<file path="src/rtl/seq_chunk_adder_if.sv">
// -----------------------------------------------------------------------------
// seq_chunk_adder_if
//   Handshake bundle for seq_chunk_adder: an operand channel (in_*) and a
//   result channel (out_*), each with its own valid/ready pair.
//   Port summary:
//     in_valid / in_ready       operand handshake (source -> adder)
//     in_x, in_y                operands, WIDTH bits
//     in_cin                    carry-in (ignored when in_sub=1)
//     in_sub                    1: X - Y, 0: X + Y + cin
//     out_valid / out_ready     result handshake (adder -> sink)
//     out_s                     sum/difference, WIDTH bits
//     out_cout                  carry out of MSB (sub mode: 1 = no borrow)
//     out_ovf                   signed overflow
//   Modports:
//     master  - the environment that drives operands and accepts results
//     slave   - the adder itself
// -----------------------------------------------------------------------------
interface seq_chunk_adder_if #(
    parameter int WIDTH = 16
);
    logic             in_valid;
    logic             in_ready;
    logic [WIDTH-1:0] in_x;
    logic [WIDTH-1:0] in_y;
    logic             in_cin;
    logic             in_sub;
    logic             out_valid;
    logic             out_ready;
    logic [WIDTH-1:0] out_s;
    logic             out_cout;
    logic             out_ovf;

    modport master (
        output in_valid, in_x, in_y, in_cin, in_sub, out_ready,
        input  in_ready, out_valid, out_s, out_cout, out_ovf
    );

    modport slave (
        input  in_valid, in_x, in_y, in_cin, in_sub, out_ready,
        output in_ready, out_valid, out_s, out_cout, out_ovf
    );
endinterface

</file>
<file path="src/rtl/seq_chunk_adder.sv">
// -----------------------------------------------------------------------------
// seq_chunk_adder
//   Multi-cycle adder/subtractor. One CHUNK-bit slice is added per clock and
//   the inter-slice carry is kept in a register, so a WIDTH-bit operation takes
//   NCHUNK = WIDTH/CHUNK cycles instead of one long ripple path.
//   FSM: IDLE (accept operands) -> RUN (NCHUNK slice cycles) -> DONE (hold
//   result until accepted) -> IDLE.
//
//   Ports:
//     clk     rising-edge clock
//     rst_n   asynchronous active-low reset
//     bus     seq_chunk_adder_if.slave (operand and result handshakes)
//
//   Parameters:
//     WIDTH   operand/result width (>= 2)
//     CHUNK   bits added per cycle (WIDTH % CHUNK == 0)
//
//   Optional feature macro: SEQ_CHUNK_ADDER_SAT_EN
//     defined   -> on signed overflow out_s saturates to 0x7F..F / 0x80..0
//     undefined -> out_s wraps modulo 2^WIDTH, no saturation logic
//   out_cout and out_ovf are reported identically in both builds.
// -----------------------------------------------------------------------------
module seq_chunk_adder #(
    parameter int WIDTH = 16,
    parameter int CHUNK = 4
) (
    input  logic                clk,
    input  logic                rst_n,
    seq_chunk_adder_if.slave    bus
);
    localparam int NCHUNK = WIDTH / CHUNK;
    localparam int IDXW   = (NCHUNK > 1) ? $clog2(NCHUNK) : 1;
    localparam logic [IDXW-1:0] LAST_IDX = IDXW'(NCHUNK - 1);

    generate
        if (WIDTH < 2) begin : g_bad_width
            $error("seq_chunk_adder: WIDTH must be >= 2");
        end
        if (CHUNK < 1 || (WIDTH % CHUNK) != 0) begin : g_bad_chunk
            $error("seq_chunk_adder: WIDTH must be a multiple of CHUNK");
        end
    endgenerate

    typedef enum logic [1:0] {
        IDLE = 2'd0,
        RUN  = 2'd1,
        DONE = 2'd2
    } state_t;

    state_t state_q, state_d;

    logic [WIDTH-1:0] x_q;
    logic [WIDTH-1:0] y_q;          // already inverted in subtract mode
    logic             carry_q;
    logic [IDXW-1:0]  idx_q;
    logic [WIDTH-1:0] s_q;
    logic             cout_q;
    logic             ovf_q;

    logic             accept;
    logic             last_slice;
    int               base;
    logic [CHUNK-1:0] x_sl;
    logic [CHUNK-1:0] y_sl;
    logic [CHUNK:0]   slice_sum;
    logic             c_into_msb;
    logic             ovf_now;

`ifdef SEQ_CHUNK_ADDER_SAT_EN
    // Overflow can only happen when both effective operand MSBs match, so the
    // shared MSB picks the rail: 0 -> most positive, 1 -> most negative.
    function automatic logic [WIDTH-1:0] sat_value(input logic msb);
        sat_value = {msb, {(WIDTH-1){~msb}}};
    endfunction
`endif

    assign accept     = (state_q == IDLE) && bus.in_valid;
    assign last_slice = (idx_q == LAST_IDX);

    // Slice adder on the current chunk
    always_comb begin
        base      = int'(idx_q) * CHUNK;
        x_sl      = x_q[base +: CHUNK];
        y_sl      = y_q[base +: CHUNK];
        slice_sum = {1'b0, x_sl} + {1'b0, y_sl} + {{CHUNK{1'b0}}, carry_q};
        // Sum bit = a ^ b ^ cin, so the carry into the top bit of the slice is
        // recovered without a separate (CHUNK-1)-bit adder; works for CHUNK=1.
        c_into_msb = slice_sum[CHUNK-1] ^ x_sl[CHUNK-1] ^ y_sl[CHUNK-1];
        ovf_now    = c_into_msb ^ slice_sum[CHUNK];
    end

    // FSM state register
    always_ff @(posedge clk or negedge rst_n) begin
        if (!rst_n) begin
            state_q <= IDLE;
        end else begin
            state_q <= state_d;
        end
    end

    // FSM next state
    always_comb begin
        state_d = state_q;
        case (state_q)
            IDLE:    if (accept) state_d = RUN;
            RUN:     if (last_slice) state_d = DONE;
            DONE:    if (bus.out_ready) state_d = IDLE;
            default: state_d = IDLE;
        endcase
    end

    // Operand capture and slice-by-slice accumulation
    always_ff @(posedge clk or negedge rst_n) begin
        if (!rst_n) begin
            x_q     <= '0;
            y_q     <= '0;
            carry_q <= 1'b0;
            idx_q   <= '0;
            s_q     <= '0;
            cout_q  <= 1'b0;
            ovf_q   <= 1'b0;
        end else begin
            case (state_q)
                IDLE: begin
                    if (accept) begin
                        x_q     <= bus.in_x;
                        y_q     <= bus.in_sub ? ~bus.in_y : bus.in_y;
                        carry_q <= bus.in_sub ? 1'b1 : bus.in_cin;
                        idx_q   <= '0;
                    end
                end
                RUN: begin
                    s_q[base +: CHUNK] <= slice_sum[CHUNK-1:0];
                    carry_q            <= slice_sum[CHUNK];
                    idx_q              <= idx_q + 1'b1;
                    if (last_slice) begin
                        cout_q <= slice_sum[CHUNK];
                        ovf_q  <= ovf_now;
`ifdef SEQ_CHUNK_ADDER_SAT_EN
                        if (ovf_now) begin
                            s_q <= sat_value(x_q[WIDTH-1]);
                        end
`endif
                    end
                end
                default: ;  // DONE: result registers hold under backpressure
            endcase
        end
    end

    assign bus.in_ready  = (state_q == IDLE);
    assign bus.out_valid = (state_q == DONE);
    assign bus.out_s     = s_q;
    assign bus.out_cout  = cout_q;
    assign bus.out_ovf   = ovf_q;

endmodule

</file>
<file path="src/flat_wrapper.sv">
// flat-port wrapper written by rule: the top's interface ports become plain ports
module seq_chunk_adder_flat 
#(
    parameter int WIDTH = 16,
    parameter int CHUNK = 4
)
  (clk, rst_n, bus_in_valid, bus_in_x, bus_in_y, bus_in_cin, bus_in_sub, bus_out_ready, bus_in_ready, bus_out_valid, bus_out_s, bus_out_cout, bus_out_ovf);
  seq_chunk_adder_if #(.WIDTH(WIDTH)) bus_i ();
  input  logic clk;
  input  logic rst_n;
  input wire logic [$bits(bus_i.in_valid)-1:0] bus_in_valid;
  input wire logic [$bits(bus_i.in_x)-1:0] bus_in_x;
  input wire logic [$bits(bus_i.in_y)-1:0] bus_in_y;
  input wire logic [$bits(bus_i.in_cin)-1:0] bus_in_cin;
  input wire logic [$bits(bus_i.in_sub)-1:0] bus_in_sub;
  input wire logic [$bits(bus_i.out_ready)-1:0] bus_out_ready;
  output wire logic [$bits(bus_i.in_ready)-1:0] bus_in_ready;
  output wire logic [$bits(bus_i.out_valid)-1:0] bus_out_valid;
  output wire logic [$bits(bus_i.out_s)-1:0] bus_out_s;
  output wire logic [$bits(bus_i.out_cout)-1:0] bus_out_cout;
  output wire logic [$bits(bus_i.out_ovf)-1:0] bus_out_ovf;
  assign bus_i.in_valid = bus_in_valid;
  assign bus_i.in_x = bus_in_x;
  assign bus_i.in_y = bus_in_y;
  assign bus_i.in_cin = bus_in_cin;
  assign bus_i.in_sub = bus_in_sub;
  assign bus_i.out_ready = bus_out_ready;
  assign bus_in_ready = bus_i.in_ready;
  assign bus_out_valid = bus_i.out_valid;
  assign bus_out_s = bus_i.out_s;
  assign bus_out_cout = bus_i.out_cout;
  assign bus_out_ovf = bus_i.out_ovf;
  seq_chunk_adder #(.WIDTH(WIDTH), .CHUNK(CHUNK)) u_core (.clk(clk), .rst_n(rst_n), .bus(bus_i));
endmodule
</file>
<file path="config.mk">
export PLATFORM = sky130hd
export DESIGN_NAME = seq_chunk_adder_flat
export DESIGN_NICKNAME = d
export VERILOG_FILES = /design/src/rtl/seq_chunk_adder_if.sv /design/src/rtl/seq_chunk_adder.sv /design/src/flat_wrapper.sv
export SDC_FILE = /design/constraint.sdc
export NUM_CORES = 1
export LEC_CHECK = 0
export CORE_MARGIN = 2
export CORE_UTILIZATION = 35
export DETAILED_ROUTE_END_ITERATION = 10
export PLACE_DENSITY_LB_ADDON = 0.3
export SLEW_MARGIN = 40
export SYNTH_ARGS = -nofsm -noshare
export SYNTH_HDL_FRONTEND = slang
export SYNTH_SLANG_ARGS = --single-unit
export TNS_END_PERCENT = 20
</file>
<file path="constraint.sdc">
create_clock -name clk -period 3.85 [get_ports clk]
set_input_delay 0.77 -clock clk [delete_from_list [all_inputs] [get_ports clk]]
set_output_delay 0.77 -clock clk [all_outputs]
set_load 0.03 [all_outputs]
</file>
==> results of run 1 <==
-- worst max-delay path, stage by stage, from the launching register on --
cell     delay, ps
dfrtp_1        540
mux4_2         560
fa_1           440
fa_1           420
a21o_1         200
a21oi_1        260
xnor3_1        280
xnor2_1        130
o21ai_1        120
-- power breakdown --
| group | total (uW) | internal [uW] | switching (uW) |
|---|---|---|---|
| clock network | 367 | 191 | 176 |
| logic | 1560 | 695 | 866 |
| registers | 988 | 819 | 169 |
| total | 2920 | 1700 | 1210 |
-- worst max-delay path by stage --
stage | endpoint | slack (ps) | startpoint | depth (start not counted)
after global routing | u_core.bus.out_ovf | 650 | u_core.idx_q[0] | 8
final | u_core.bus.out_ovf | 810 | u_core.idx_q[0] | 8
after global placement | u_core.bus.out_ovf | 920 | u_core.idx_q[0] | 8
after CTS | u_core.bus.out_ovf | 780 | u_core.idx_q[0] | 8
after detailed placement | u_core.bus.out_ovf | 850 | u_core.idx_q[0] | 8
after floorplan | u_core.bus.out_ovf | 610 | u_core.idx_q[0] | 10
-- per-layer routing --
metal  GRT usage, %  part of all wire [%]  vias up
met5              0                     0        -
met4           4.62                   1.3        0
met3           3.34                   5.1        7
met2           23.2                    48       51
met1           18.3                    46      881
li1               -                     -      935
-- layout make-up --
| cell class | count | area, um2 | area share, % |
|---|---|---|---|
| multi-input combinational | 172 | 1180 | 34.8 |
| timing repair buffer | 60 | 586 | 17.3 |
| tap | 99 | 124 | 3.67 |
| sequential | 55 | 1380 | 40.8 |
| clock buffer | 6 | 72.6 | 2.15 |
| clock inverter | 1 | 30.0 | 0.890 |
| inverter | 3 | 11.3 | 0.334 |
-- placed cells by master (no fill, tap or decap), drive strengths merged, types with 2 or more instances in the layout --
| cell type | instances |
|---|---|
| a21o | 2 |
| a21oi | 2 |
| a22o | 15 |
| and4 | 2 |
| buf | 5 |
| clkbuf | 6 |
| clkdlybuf4s50 | 55 |
| dfrtp | 55 |
| fa | 2 |
| ha | 9 |
| inv | 3 |
| mux4 | 8 |
| nand2 | 75 |
| nand2b | 2 |
| nand3 | 3 |
| nor2 | 4 |
| o21ai | 23 |
| xnor2 | 18 |
-- through the flow --
stage	utilization (%)	setup slack, ps	power (uW)	cells	hold slack, ps
after floorplan	-	606	2090	243	437
after global routing	46.5	647	3170	396	436
after detailed placement	45.2	851	2580	389	462
after CTS	46.6	779	2960	396	485
final	46.5	812	2920	396	403
after global placement	45.2	916	2550	389	455
-- registers in the layout (all words and copies together) (netlist names) --
name	count
u_core.bus.out_cout	1
u_core.y_q	16
u_core.x_q	16
u_core.carry_q	1
u_core.idx_q	2
u_core.bus.out_ovf	1
u_core.bus.out_s	16
u_core.state_q	2
-- cell families (layout without fill, tap and decap cells) --
logic type      after synthesis  count (layout)  share of synthesized area, %
buf+inv                      16              70                          2.67
xor+xnor                     20              20                          7.20
flops                        55              55                          52.5
compound gates               44              44                          10.9
fa+ha+maj                    11              11                          5.82
simple gates                 89              89                          13.9
mux                           8               8                          7.01
==> impl_metrics.env, run 1 <==
export IMPL_postCtsSetupBuffers=0
export IMPL_cts_root_buf="clkbuf_8"
export IMPL_die_x_um=90.6
export IMPL_ctsResizeCount=0
export IMPL_syn_nets=292
export IMPL_drt_iter0_drc=62
export IMPL_power_density_nw_per_um2=864
export IMPL_die_h_um=90.6
export IMPL_synth_main_ff_cell="dfrtp_1"
export IMPL_rows=31
export IMPL_vias=1874
export IMPL_placed_area_um2=3280
export IMPL_timing_final_crit_share_pct=78.9
export IMPL_dieArea_um2=8200
export IMPL_ctsLongestPathBuffers=2
export IMPL_relSlewSlack_pct=55.3
export IMPL_layout_drive_gt1_share_pct=6.06
export IMPL_synth_most_common_cell="nand2_1"
export IMPL_area_growth_pct=28.7
export IMPL_syn_area_um2=2620
export IMPL_synthArstFlopShare_pct=100
export IMPL_max_cap_violations=0
export IMPL_hold_class="in2async"
export IMPL_synth_largest_area_cell="dfrtp_1"
export IMPL_worstSetupEndpointType="flip-flop"
export IMPL_drtAntennaViolNets=0
export IMPL_grt_pass1_vias=1879
export IMPL_initial_utilization_pct=36.2
export IMPL_period_needed_ps=3040
export IMPL_clock_skew_ps=10.0
export IMPL_clk_latency_ps=310
export IMPL_tightest_slew_ps=669
export IMPL_postSynthRegisterBits=55
export IMPL_drc=0
export IMPL_critPathLaunchType="flip-flop"
export IMPL_antenna_cells=0
export IMPL_path_max_fanout=9
export IMPL_ir_worst_vdd_mv=0.434
export IMPL_rr_worst_depth=8
export IMPL_ff2ff_setup_slack_ps=810
export IMPL_path_clk_slew_ps=90
export IMPL_grt_pass1_wl_um=9230
export IMPL_postSynthCellCount=243
export IMPL_rsz0062_at_grt="false"
export IMPL_vias_per_cell=4.73
export IMPL_cts_max_level=2
export IMPL_antenna_found_initial=0
export IMPL_wl_um=5410
export IMPL_numPortBuffers=57
export IMPL_reg2reg_to="u_core.bus.out_ovf"
export IMPL_status="finished clean"
export IMPL_yosys_top_cells_area="dfrtp_1 52%, nand2_1 11%, mux4_2 6.0%, xnor2_1 6.0%, a22o_1 5.0%"
export IMPL_grt_ovfl_total=0
export IMPL_track_usage_pct=14.1
export IMPL_cp_required_ps=4080
export IMPL_n_fill_cell=683
export IMPL_first_pass_iters=4
export IMPL_fin_area_um2=3380
export IMPL_grt_max_degree=37
export IMPL_dp_hpwl_um=4140
export IMPL_p_leak_uw=0.00154
export IMPL_synth_common_cells="75 x nand2_1, 55 x dfrtp_1, 22 x o21ai_0"
export IMPL_setup_viol=0
export IMPL_cts_tree="built"
export IMPL_hold_viol=0
export IMPL_fmax_mhz=329
export IMPL_worstPathArrival_ps=3270
export IMPL_maxSlewViolCount=0
export IMPL_core_area_um2=7250
export IMPL_cts_sinks=55
export IMPL_synth_edf_count=0
export IMPL_crit_type="reg2reg"
export IMPL_yosysWarnings=0
export IMPL_syn_mean_instance_area_um2=10.8
export IMPL_hold_buffers=0
export IMPL_ys_seq_area_share_pct=52.5
export IMPL_io_pins=58
export IMPL_synth_top_area_share_pct=52.5
export IMPL_r2r_start="u_core.idx_q[0]"
export IMPL_setup_tns_ps=0
export IMPL_cts_buffers=5
export IMPL_nNetsFinal=346
export IMPL_wl_per_cell_um=13.7
export IMPL_routabilityCongestion=0.794
export IMPL_synth_distinct_cells=27
No activity file was read; power rests on OpenSTA's default activity.
==> run 2: changes to the inputs <==
==> constraint.sdc (replaced) <==
create_clock -name clk -period 2.4 [get_ports clk]
set_input_delay 0.48 -clock clk [delete_from_list [all_inputs] [get_ports clk]]
set_output_delay 0.48 -clock clk [all_outputs]
set_load 0.03 [all_outputs]
==> impl_metrics.env, run 2 (same netlist as run 1, synthesis figures left out) <==
export IMPL_die_x_um=90.6
export IMPL_io_pins=58
export IMPL_nNetsFinal=365
export IMPL_crit_type="reg2reg"
export IMPL_drc=0
export IMPL_wl_per_cell_um=13.1
export IMPL_worstPathArrival_ps=2850
export IMPL_area_growth_pct=35.4
export IMPL_p_switching_uw=2160
export IMPL_worstSetupEndpointType="flip-flop"
export IMPL_vias=1909
export IMPL_grt_pass1_wl_um=9040
export IMPL_cts_buffers=5
export IMPL_hold_ws_ps=81.7
export IMPL_maxSlewViolCount=0
export IMPL_ctsLongestPathBuffers=2
export IMPL_power_frac_seq_pct=28.9
export IMPL_ir_worst_vdd_mv=0.501
export IMPL_hold_class="in2async"
export IMPL_tightest_slew_ps=461
export IMPL_cts_tree="built"
export IMPL_layout_drive_gt1_share_pct=13.7
export IMPL_initial_utilization_pct=36.2
export IMPL_drtAntennaViolNets=0
export IMPL_grt_ovfl_total=0
export IMPL_violations="setup timing"
export IMPL_final_common_cell="nand2_1"
export IMPL_p_total_uw=5340
export IMPL_period_needed_ps=2660
export IMPL_drt_iter0_drc=54
export IMPL_hold_viol=0
export IMPL_status="finished with violations"
export IMPL_power_density_nw_per_um2=1510
export IMPL_intPower_uw=3180
export IMPL_n_fill_cell=691
export IMPL_wl_um=5430
export IMPL_dp_hpwl_um=4190
export IMPL_path_clk_slew_ps=90
export IMPL_cp_required_ps=2590
export IMPL_clkPwrFrac_pct=8.8
export IMPL_timing_final_crit_share_pct=111
export IMPL_critPathLaunchType="flip-flop"
export IMPL_path_max_fanout=4
export IMPL_first_pass_iters=4
export IMPL_setup_viol=10
export IMPL_vias_per_cell=4.61
export IMPL_core_area_um2=7250
export IMPL_utilization_pct=48.9
export IMPL_combPwrFrac_pct=62.3
export IMPL_dieArea_um2=8200
export IMPL_numPortBuffers=57
export IMPL_cts_root_buf="clkbuf_8"
export IMPL_hold_buffers=0
export IMPL_antenna_cells=0
export IMPL_finalNonFillerCells=414
export IMPL_routabilityCongestion=0.782
export IMPL_max_cap_violations=0
export IMPL_place_ws_ps=-259
export IMPL_die_h_um=90.6
export IMPL_clock_skew_ps=3.43
export IMPL_grt_pass1_vias=1937
export IMPL_antenna_found_initial=0
export IMPL_clk_latency_ps=300
export IMPL_relSlewSlack_pct=69.2
export IMPL_setup_ws_ps=-258
export IMPL_track_usage_pct=13.7
export IMPL_grt_max_degree=35
export IMPL_rows=31
export IMPL_fmax_mhz=376
export IMPL_p_leak_uw=0.00162
export IMPL_dp_cells=403
export IMPL_final_cell_mix="75 x nand2_1, 56 x clkdlybuf4s50_1, 54 x dfrtp_1"
export IMPL_cts_sinks=55
export IMPL_cts_max_level=2
export IMPL_switching_share_pct=40.4
export IMPL_rsz0062_at_grt="true"
## run 2: layout make-up
class                      count  area [um2]  share of cell area, %
sequential                    55        1380                   38.8
multi-input combinational    172        1210                   34.2
timing repair buffer          79         746                   21.0
tap                           99         124                   3.49
clock buffer                   5        68.8                   1.94
inverter                       3        11.3                  0.317
clock inverter                 1        7.51                  0.211
## run 2: final timing paths
| check | to | slack, ps | startpoint | cells past startpoint |
|---|---|---|---|---|
| worst min register to register | u_core.x_q[6] | 480 | u_core.x_q[6] | 2 |
| min in group clk | u_core.x_q[6] | 480 | u_core.x_q[6] | 2 |
| max in group asynchronous | u_core.y_q[14] | 1730 | rst_n | 2 |
| worst min-delay path | u_core.y_q[5] | 80 | rst_n | 1 |
| worst max-delay path | u_core.bus.out_ovf | -260 | u_core.idx_q[0] | 8 |
| worst max register to register | u_core.bus.out_ovf | -260 | u_core.idx_q[0] | 8 |
## run 2: timing repair
action	4_1_cts	5_1_grt
pin swaps	2	4
resized for setup	6	4
endpoints found under the setup margin	10	11
buffers inserted	3	2
## run 2: per-stage QoR
stage               TNS, ps  cell area (um2)
floorplan              -555             2650
global placement       -446             3390
detailed placement     -733             3390
CTS                    -275             3520
global route          -1630             3550
finish                 -781             3550
## run 2: critical path, stage by stage (launching register included)
cell	delay [ps]
dfrtp_2	430
mux4_2	530
fa_2	390
fa_2	350
a21o_1	200
a21oi_2	170
xnor3_1	240
xnor2_1	160
o21ai_1	80
## run 2: per-layer routing
layer	track usage (%)	vias to the layer above	share of wire [%]
li1	-	968	-
met2	23.8	44	49
met1	17.3	891	46
met5	0	-	0
met3	3.01	6	4.3
met4	3.72	0	0.87
## run 2: power groups by stage
stage	Sequential (uW)	Combinational [uW]	Clock [uW]
after global routing	1590	3640	514
after floorplan	1660	1780	0
final	1550	3330	468
after global placement	1550	2970	0
after CTS	1550	3200	486
after detailed placement	1560	3030	0
==> patch 1: new RTL, flow settings as in run 2 <==
`WIDTH` is set to 16 in 3 places; all go to 64.
--- a/src/rtl/seq_chunk_adder_if.sv
+++ b/src/rtl/seq_chunk_adder_if.sv
@@ -16,7 +16,7 @@
 //     slave   - the adder itself
 // -----------------------------------------------------------------------------
 interface seq_chunk_adder_if #(
-    parameter int WIDTH = 16
+    parameter int WIDTH = 64
 );
     logic             in_valid;
     logic             in_ready;
--- a/src/rtl/seq_chunk_adder.sv
+++ b/src/rtl/seq_chunk_adder.sv
@@ -21,7 +21,7 @@
 //   out_cout and out_ovf are reported identically in both builds.
 // -----------------------------------------------------------------------------
 module seq_chunk_adder #(
-    parameter int WIDTH = 16,
+    parameter int WIDTH = 64,
     parameter int CHUNK = 4
 ) (
     input  logic                clk,
--- a/src/flat_wrapper.sv
+++ b/src/flat_wrapper.sv
@@ -1,7 +1,7 @@
 // flat-port wrapper written by rule: the top's interface ports become plain ports
 module seq_chunk_adder_flat 
 #(
-    parameter int WIDTH = 16,
+    parameter int WIDTH = 64,
     parameter int CHUNK = 4
 )
   (clk, rst_n, bus_in_valid, bus_in_x, bus_in_y, bus_in_cin, bus_in_sub, bus_out_ready, bus_in_ready, bus_out_valid, bus_out_s, bus_out_cout, bus_out_ovf);
Ports: changed (resized bus_in_x, bus_in_y and bus_out_s); port bits go from 58 to 202. No check against the original RTL was run, so the function may have changed too.
==> patch 1 against run 2 <==
- sequential cell count increased by 146
- synthesized area rose to 3.6 times the old value
- first-iteration DRC count increased to 9.5 times the old value
- power rose to 3.7 times the old value
- largest cell class unchanged
- worst setup slack got worse by 0.66 ns
- critical endpoint unchanged
- routed wire length rose to 4.7 times the old value
- design area grew to 3.7 times the old value
- the flow still finishes with violations (negative setup slack)
==> patch 1: results (changes against run 2) <==
[run_status]
status = finished with violations  ; unchanged
violations = negative setup slack  ; unchanged

[drt]
vias = 7183  ; was 1909
dr.first_iter.drc_count = 514  ; was 54
wirelength_um = 25260  ; was 5431 um
drt_pass1_iterations = 5  ; was 4

[final_layout]
final_cells = 1486  ; was 414
layout.nets = 1280  ; was 365
antenna_cells = 0  ; unchanged
drive_gt1_frac = 0.1877  ; was 0.1365

[logic_synthesis]
async_reset_ff_frac = 1.000  ; unchanged
synth_area_per_cell_um2 = 10.57  ; was 10.79 um2
yosysTopAreaCellShare = 0.5356  ; was 0.5248
synth_area_leaders = dfrtp_1 54%, nand2_1 12%, mux4_2 8.2%  ; was dfrtp_1 52%, nand2_1 11%, mux4_2 6.0%
yosysSeqAreaShare = 0.5356  ; was 0.5248
yosys_warnings = 0  ; unchanged
syn_nets = 1033  ; was 292
synth_cell_types = 42  ; was 27
synthTopCellsByCount = 310 x nand2_1, 201 x dfrtp_1, 98 x o21ai_0  ; was 75 x nand2_1, 55 x dfrtp_1, 22 x o21ai_0

[timing]
slew_headroom = 0.6056  ; was 0.6918
setup_ws_ns = -0.9202  ; was -0.2585 ns
finalSetupViolCount = 67  ; was 10
hold_ws_ns = 0.4724  ; was 0.08174 ns
skew_ns = 0.02647  ; was 0.003432 ns

[worst_hold_path]
hold_start = u_core.bus.out_s[45]$_DFFE_PN0P_
holdPathStages = 2
min_path_type = flip-flop to flip-flop  ; was input pin to asynchronous set/reset pin

[place]
portBuffers = 201  ; was 57
place_hpwl_um = 19020  ; was 4188 um
dp_cells = 1439  ; was 403
gp_congestion = 0.8201  ; was 0.7819

[global_routing]
antenna_found_initial = 0  ; unchanged
grt_pass1_vias = 7336  ; was 1937
grt_pass1_wl_um = 40120  ; was 9039 um
grt_usage = 0.1795  ; was 0.1370
grt_max_degree = 60  ; was 35

[critical_path]
cp_max_fo = 7  ; was 4
worstRegToRegCells = 10  ; was 8
crit_family = multiplexers  ; was adder cells
r2r_start = u_core.idx_q[0]$_DFFE_PN0P_  ; unchanged
cp.arrival_ns = 3.70  ; was 2.85 ns
cpPeakStageDelay_ns = 0.51  ; was 0.53 ns
critical_path.slowest_cell = mux4_2  ; unchanged
reg2reg_to = u_core.bus.out_ovf$_DFFE_PN0P_  ; unchanged

[clock_tree]
htree_num_levels = 1  ; was 2
clkTransAtPathRegs_ns = 0.06  ; was 0.09 ns
clk-insertion-delay-late_ns = 0.51  ; was 0.30 ns
cts_root_buffer = clkbuf_16  ; was clkbuf_8
ctsLongestPathBuffers = 3  ; was 2
cts_buffers = 23  ; was 5

[power_and_ir_drop]
peakVddDrop_uv = 1158  ; was 501.4 uV
leakage_nw = 5.974  ; was 1.625 nW

-- patch 1: how the worst max path moves through the flow --
stage,endpoint,depth (start not counted),slack (ns),startpoint
2_1_floorplan,u_core.bus.out_ovf$_DFFE_PN0P_,11,-0.83,u_core.idx_q[0]$_DFFE_PN0P_
3_3_place_gp,u_core.bus.out_s[58]$_DFFE_PN0P_,9,-0.84,u_core.idx_q[0]$_DFFE_PN0P_
3_5_place_dp,u_core.bus.out_s[50]$_DFFE_PN0P_,9,-0.92,u_core.idx_q[0]$_DFFE_PN0P_
4_1_cts,u_core.bus.out_s[7]$_DFFE_PN0P_,11,-0.89,u_core.idx_q[0]$_DFFE_PN0P_
5_1_grt,u_core.bus.out_ovf$_DFFE_PN0P_,10,-1.02,u_core.idx_q[0]$_DFFE_PN0P_
6_report,u_core.bus.out_ovf$_DFFE_PN0P_,10,-0.92,u_core.idx_q[0]$_DFFE_PN0P_
-- patch 1: kinds of logic after synthesis --
logic type,count (synthesis),synth area share
adders and majority gates,11,0.01626
and+or+nand+nor,359,0.1522
muxes,80,0.1411
xor gates and xnor gates,69,0.06436
AOI/OAI and AO/OA,113,0.06489
DFF,201,0.5356
buffers and inverters,55,0.02558
-- patch 1: per-layer routing --
metal	share of wire	global-route usage	wire, um	vias up
li1	-	-	-	3469
met1	0.45	0.2466	11260	3488
met2	0.50	0.3115	12570	198
met3	0.045	0.02445	1133	28
met4	0.012	0.02533	292	0
met5	0	0	0	-
-- patch 1: where the power goes --
group          leakage, nW  total, mW  internal, mW  switching [mW]
logic                 3.00       10.3          4.87            5.45
registers             2.58       5.70          4.81           0.883
clock network        0.388       3.59          2.24            1.35
total                 5.97       19.6          11.9            7.69
-- patch 1: layout make-up --
type                       instances  area (um2)
fill                            2393       12940
sequential                       201        5032
multi-input combinational        632        4280
timing repair buffer             272        2731
clock buffer                      33       663.1
tap                              335       419.2
clock inverter                     8       118.9
inverter                           5       18.77
-- patch 1: stage by stage --
step                utilization  setup TNS, ns  instance area [um2]  setup slack (ns)
global route             0.5061         -48.80                13260            -1.020
global placement         0.4683         -40.57                12270           -0.8431
floorplan                     -         -37.42                 9442           -0.8258
detailed placement       0.4683         -44.20                12270           -0.9242
CTS                      0.5048         -44.91                13230           -0.8928
finish                   0.5061         -42.85                13260           -0.9202
-- patch 1: worst min-delay path: cells and delay by family (launching register included) --
family	cells	cell delay, ns
AOI/OAI and AO/OA	1	0.05
DFF	1	0.34
and+or+nand+nor	1	0.04
-- patch 1: timing repair --
action,CTS,global route
gates cloned,1,0
hold endpoints to repair,53,0
resized for setup,39,18
endpoints found under the setup margin,67,67
pin swaps,11,2
hold buffers,1,0
setup buffers,4,1
==> patch 2: new RTL, config.mk and constraints of run 2 <==
Made on the original files. Reset style: synchronous (`rst_n`), changed in 2 clocked blocks. Comments in the files are not updated.
--- a/src/rtl/seq_chunk_adder.sv
+++ b/src/rtl/seq_chunk_adder.sv
@@ -90,7 +90,7 @@
     end
 
     // FSM state register
-    always_ff @(posedge clk or negedge rst_n) begin
+    always_ff @(posedge clk) begin
         if (!rst_n) begin
             state_q <= IDLE;
         end else begin
@@ -110,7 +110,7 @@
     end
 
     // Operand capture and slice-by-slice accumulation
-    always_ff @(posedge clk or negedge rst_n) begin
+    always_ff @(posedge clk) begin
         if (!rst_n) begin
             x_q     <= '0;
             y_q     <= '0;
Formal check against the unedited RTL: differs if rst_n is asserted again (counterexample within 4 cycles, from zero or initial values and one cycle with rst_n low); with rst_n held inactive, the same outputs for 10 cycles.
==> patch 2 against run 2 <==
- the flow still finishes with violations (negative setup slack)
- first-iteration DRC count is 30% higher
- synthesized cell count rose by 9.1%
- cell count up 2.9%
- routed wire length up 0.70%
- synthesized area grew 0.62%
- design area is 1.1% lower
- count of clock-buffer cells in the layout increased by 2
- core utilization shrank 0.78 points
- sequential cell count unchanged
- hold slack better by 0.38 ns
- worst setup slack improved by 0.053 ns
- critical path type unchanged
- critical endpoint is now u_core.bus.out_ovf$_SDFFE_PN0P_
Power is not compared: it rests on default switching activity, and its combinational part moved more than twofold at a synthesized area within 25%.
==> patch 2: results (changes against run 2) <==
[run_status]
violations = negative setup slack  ; unchanged
status = finished with violations  ; unchanged

[final_layout]
fillCellCount = 719  ; was 691
clkCellAreaFrac = 0.02957  ; was 0.02150
layout.nets = 375  ; was 365
buf_share = 0.1995  ; was 0.2101
buffers = 71  ; was 79
multi_input_area_share = 0.4179  ; was 0.3423
clockBufferCount = 7  ; was 5
multi_input_gates = 190  ; was 172
seq_share = 0.3146  ; was 0.3881

[place]
preCtsSetupSlack_ns = -0.2049  ; was -0.2590 ns
post_dp_cell_area_um2 = 3388  ; was 3390 um2
place_hpwl_um = 3927  ; was 4188 um

[logic_synthesis]
synth_cells = 265  ; was 243
async_reset_ff_frac = 0  ; was 1.000
synth_cell_types = 30  ; was 27
syn_nets = 314  ; was 292
synth_flop_cell = dfxtp_1  ; was dfrtp_1

[critical_path]
reg2reg_to = u_core.bus.out_ovf$_SDFFE_PN0P_  ; was u_core.bus.out_ovf$_DFFE_PN0P_
cp.arrival_ns = 2.80  ; was 2.85 ns
r2r_start = u_core.idx_q[0]$_SDFFE_PN0P_  ; was u_core.idx_q[0]$_DFFE_PN0P_

[timing]
hold_ws_ns = 0.4653  ; was 0.08174 ns
skew_ns = 0.005303  ; was 0.003432 ns
fin_tns_setup_ns = -0.5638  ; was -0.7807 ns
setup_ws_ns = -0.2052  ; was -0.2585 ns
finalSetupViolCount = 6  ; was 10

[drt]
drt-wirelength-per-cell_um = 12.84  ; was 13.12 um
dr.first_iter.drc_count = 70  ; was 54
vias = 2024  ; was 1909

[power_and_ir_drop]
power_mw = 1.967

[global_routing]
grt_pass1_vias = 1893  ; was 1937
grtUsageMet2 = 0.2226  ; was 0.2376
grt_max_degree = 56  ; was 35
grt_usage = 0.1325  ; was 0.1370

[worst_hold_path]
min_path_type = flip-flop to flip-flop  ; was input pin to asynchronous set/reset pin

-- patch 2: repair_timing --
item / in CTS / in global routing
gates resized for setup: 5 / 1
pin swaps: 2 / 0
setup buffers: 1 / 2
endpoints found under the setup margin: 10 / 11
endpoints found under the hold margin: 0 / 0
-- patch 2: worst max-delay path by stage --
stage,startpoint,end,depth (start not counted)
floorplan,u_core.idx_q[0]$_SDFFE_PN0P_,u_core.bus.out_ovf$_SDFFE_PN0P_,9
global placement,u_core.idx_q[0]$_SDFFE_PN0P_,u_core.bus.out_ovf$_SDFFE_PN0P_,8
detailed placement,u_core.idx_q[0]$_SDFFE_PN0P_,u_core.bus.out_ovf$_SDFFE_PN0P_,8
CTS,u_core.idx_q[0]$_SDFFE_PN0P_,u_core.bus.out_ovf$_SDFFE_PN0P_,8
global route,u_core.idx_q[0]$_SDFFE_PN0P_,u_core.bus.out_ovf$_SDFFE_PN0P_,8
finish,u_core.idx_q[0]$_SDFFE_PN0P_,u_core.bus.out_ovf$_SDFFE_PN0P_,8
-- patch 2: critical path: stages (launching register included) --
cell and delay, ns:
dfxtp_4 0.38, mux4_2 0.51, fa_2 0.39, fa_2 0.35, a21o_2 0.23, a21oi_2 0.14
xnor3_1 0.25, xnor2_1 0.17, a21oi_1 0.08
-- patch 2: layer usage --
layer  up-vias  part of all wire
met5         -                 0
met4         0             0.014
met3         5             0.038
met2        40              0.47
met1       934              0.48
li1       1045                 -
-- patch 2: cell families after synthesis --
group                    count (synthesis)  share of synthesized area
XOR/XNOR                                20                    0.07160
multiplexers                             8                    0.07824
adder cells (fa/ha/maj)                 11                    0.05785
flip-flops                              55                     0.4173
buffers and inverters                   20                    0.03176
AND/OR/NAND/NOR                         90                     0.1579
AO/OA/AOI/OAI                           61                     0.1854
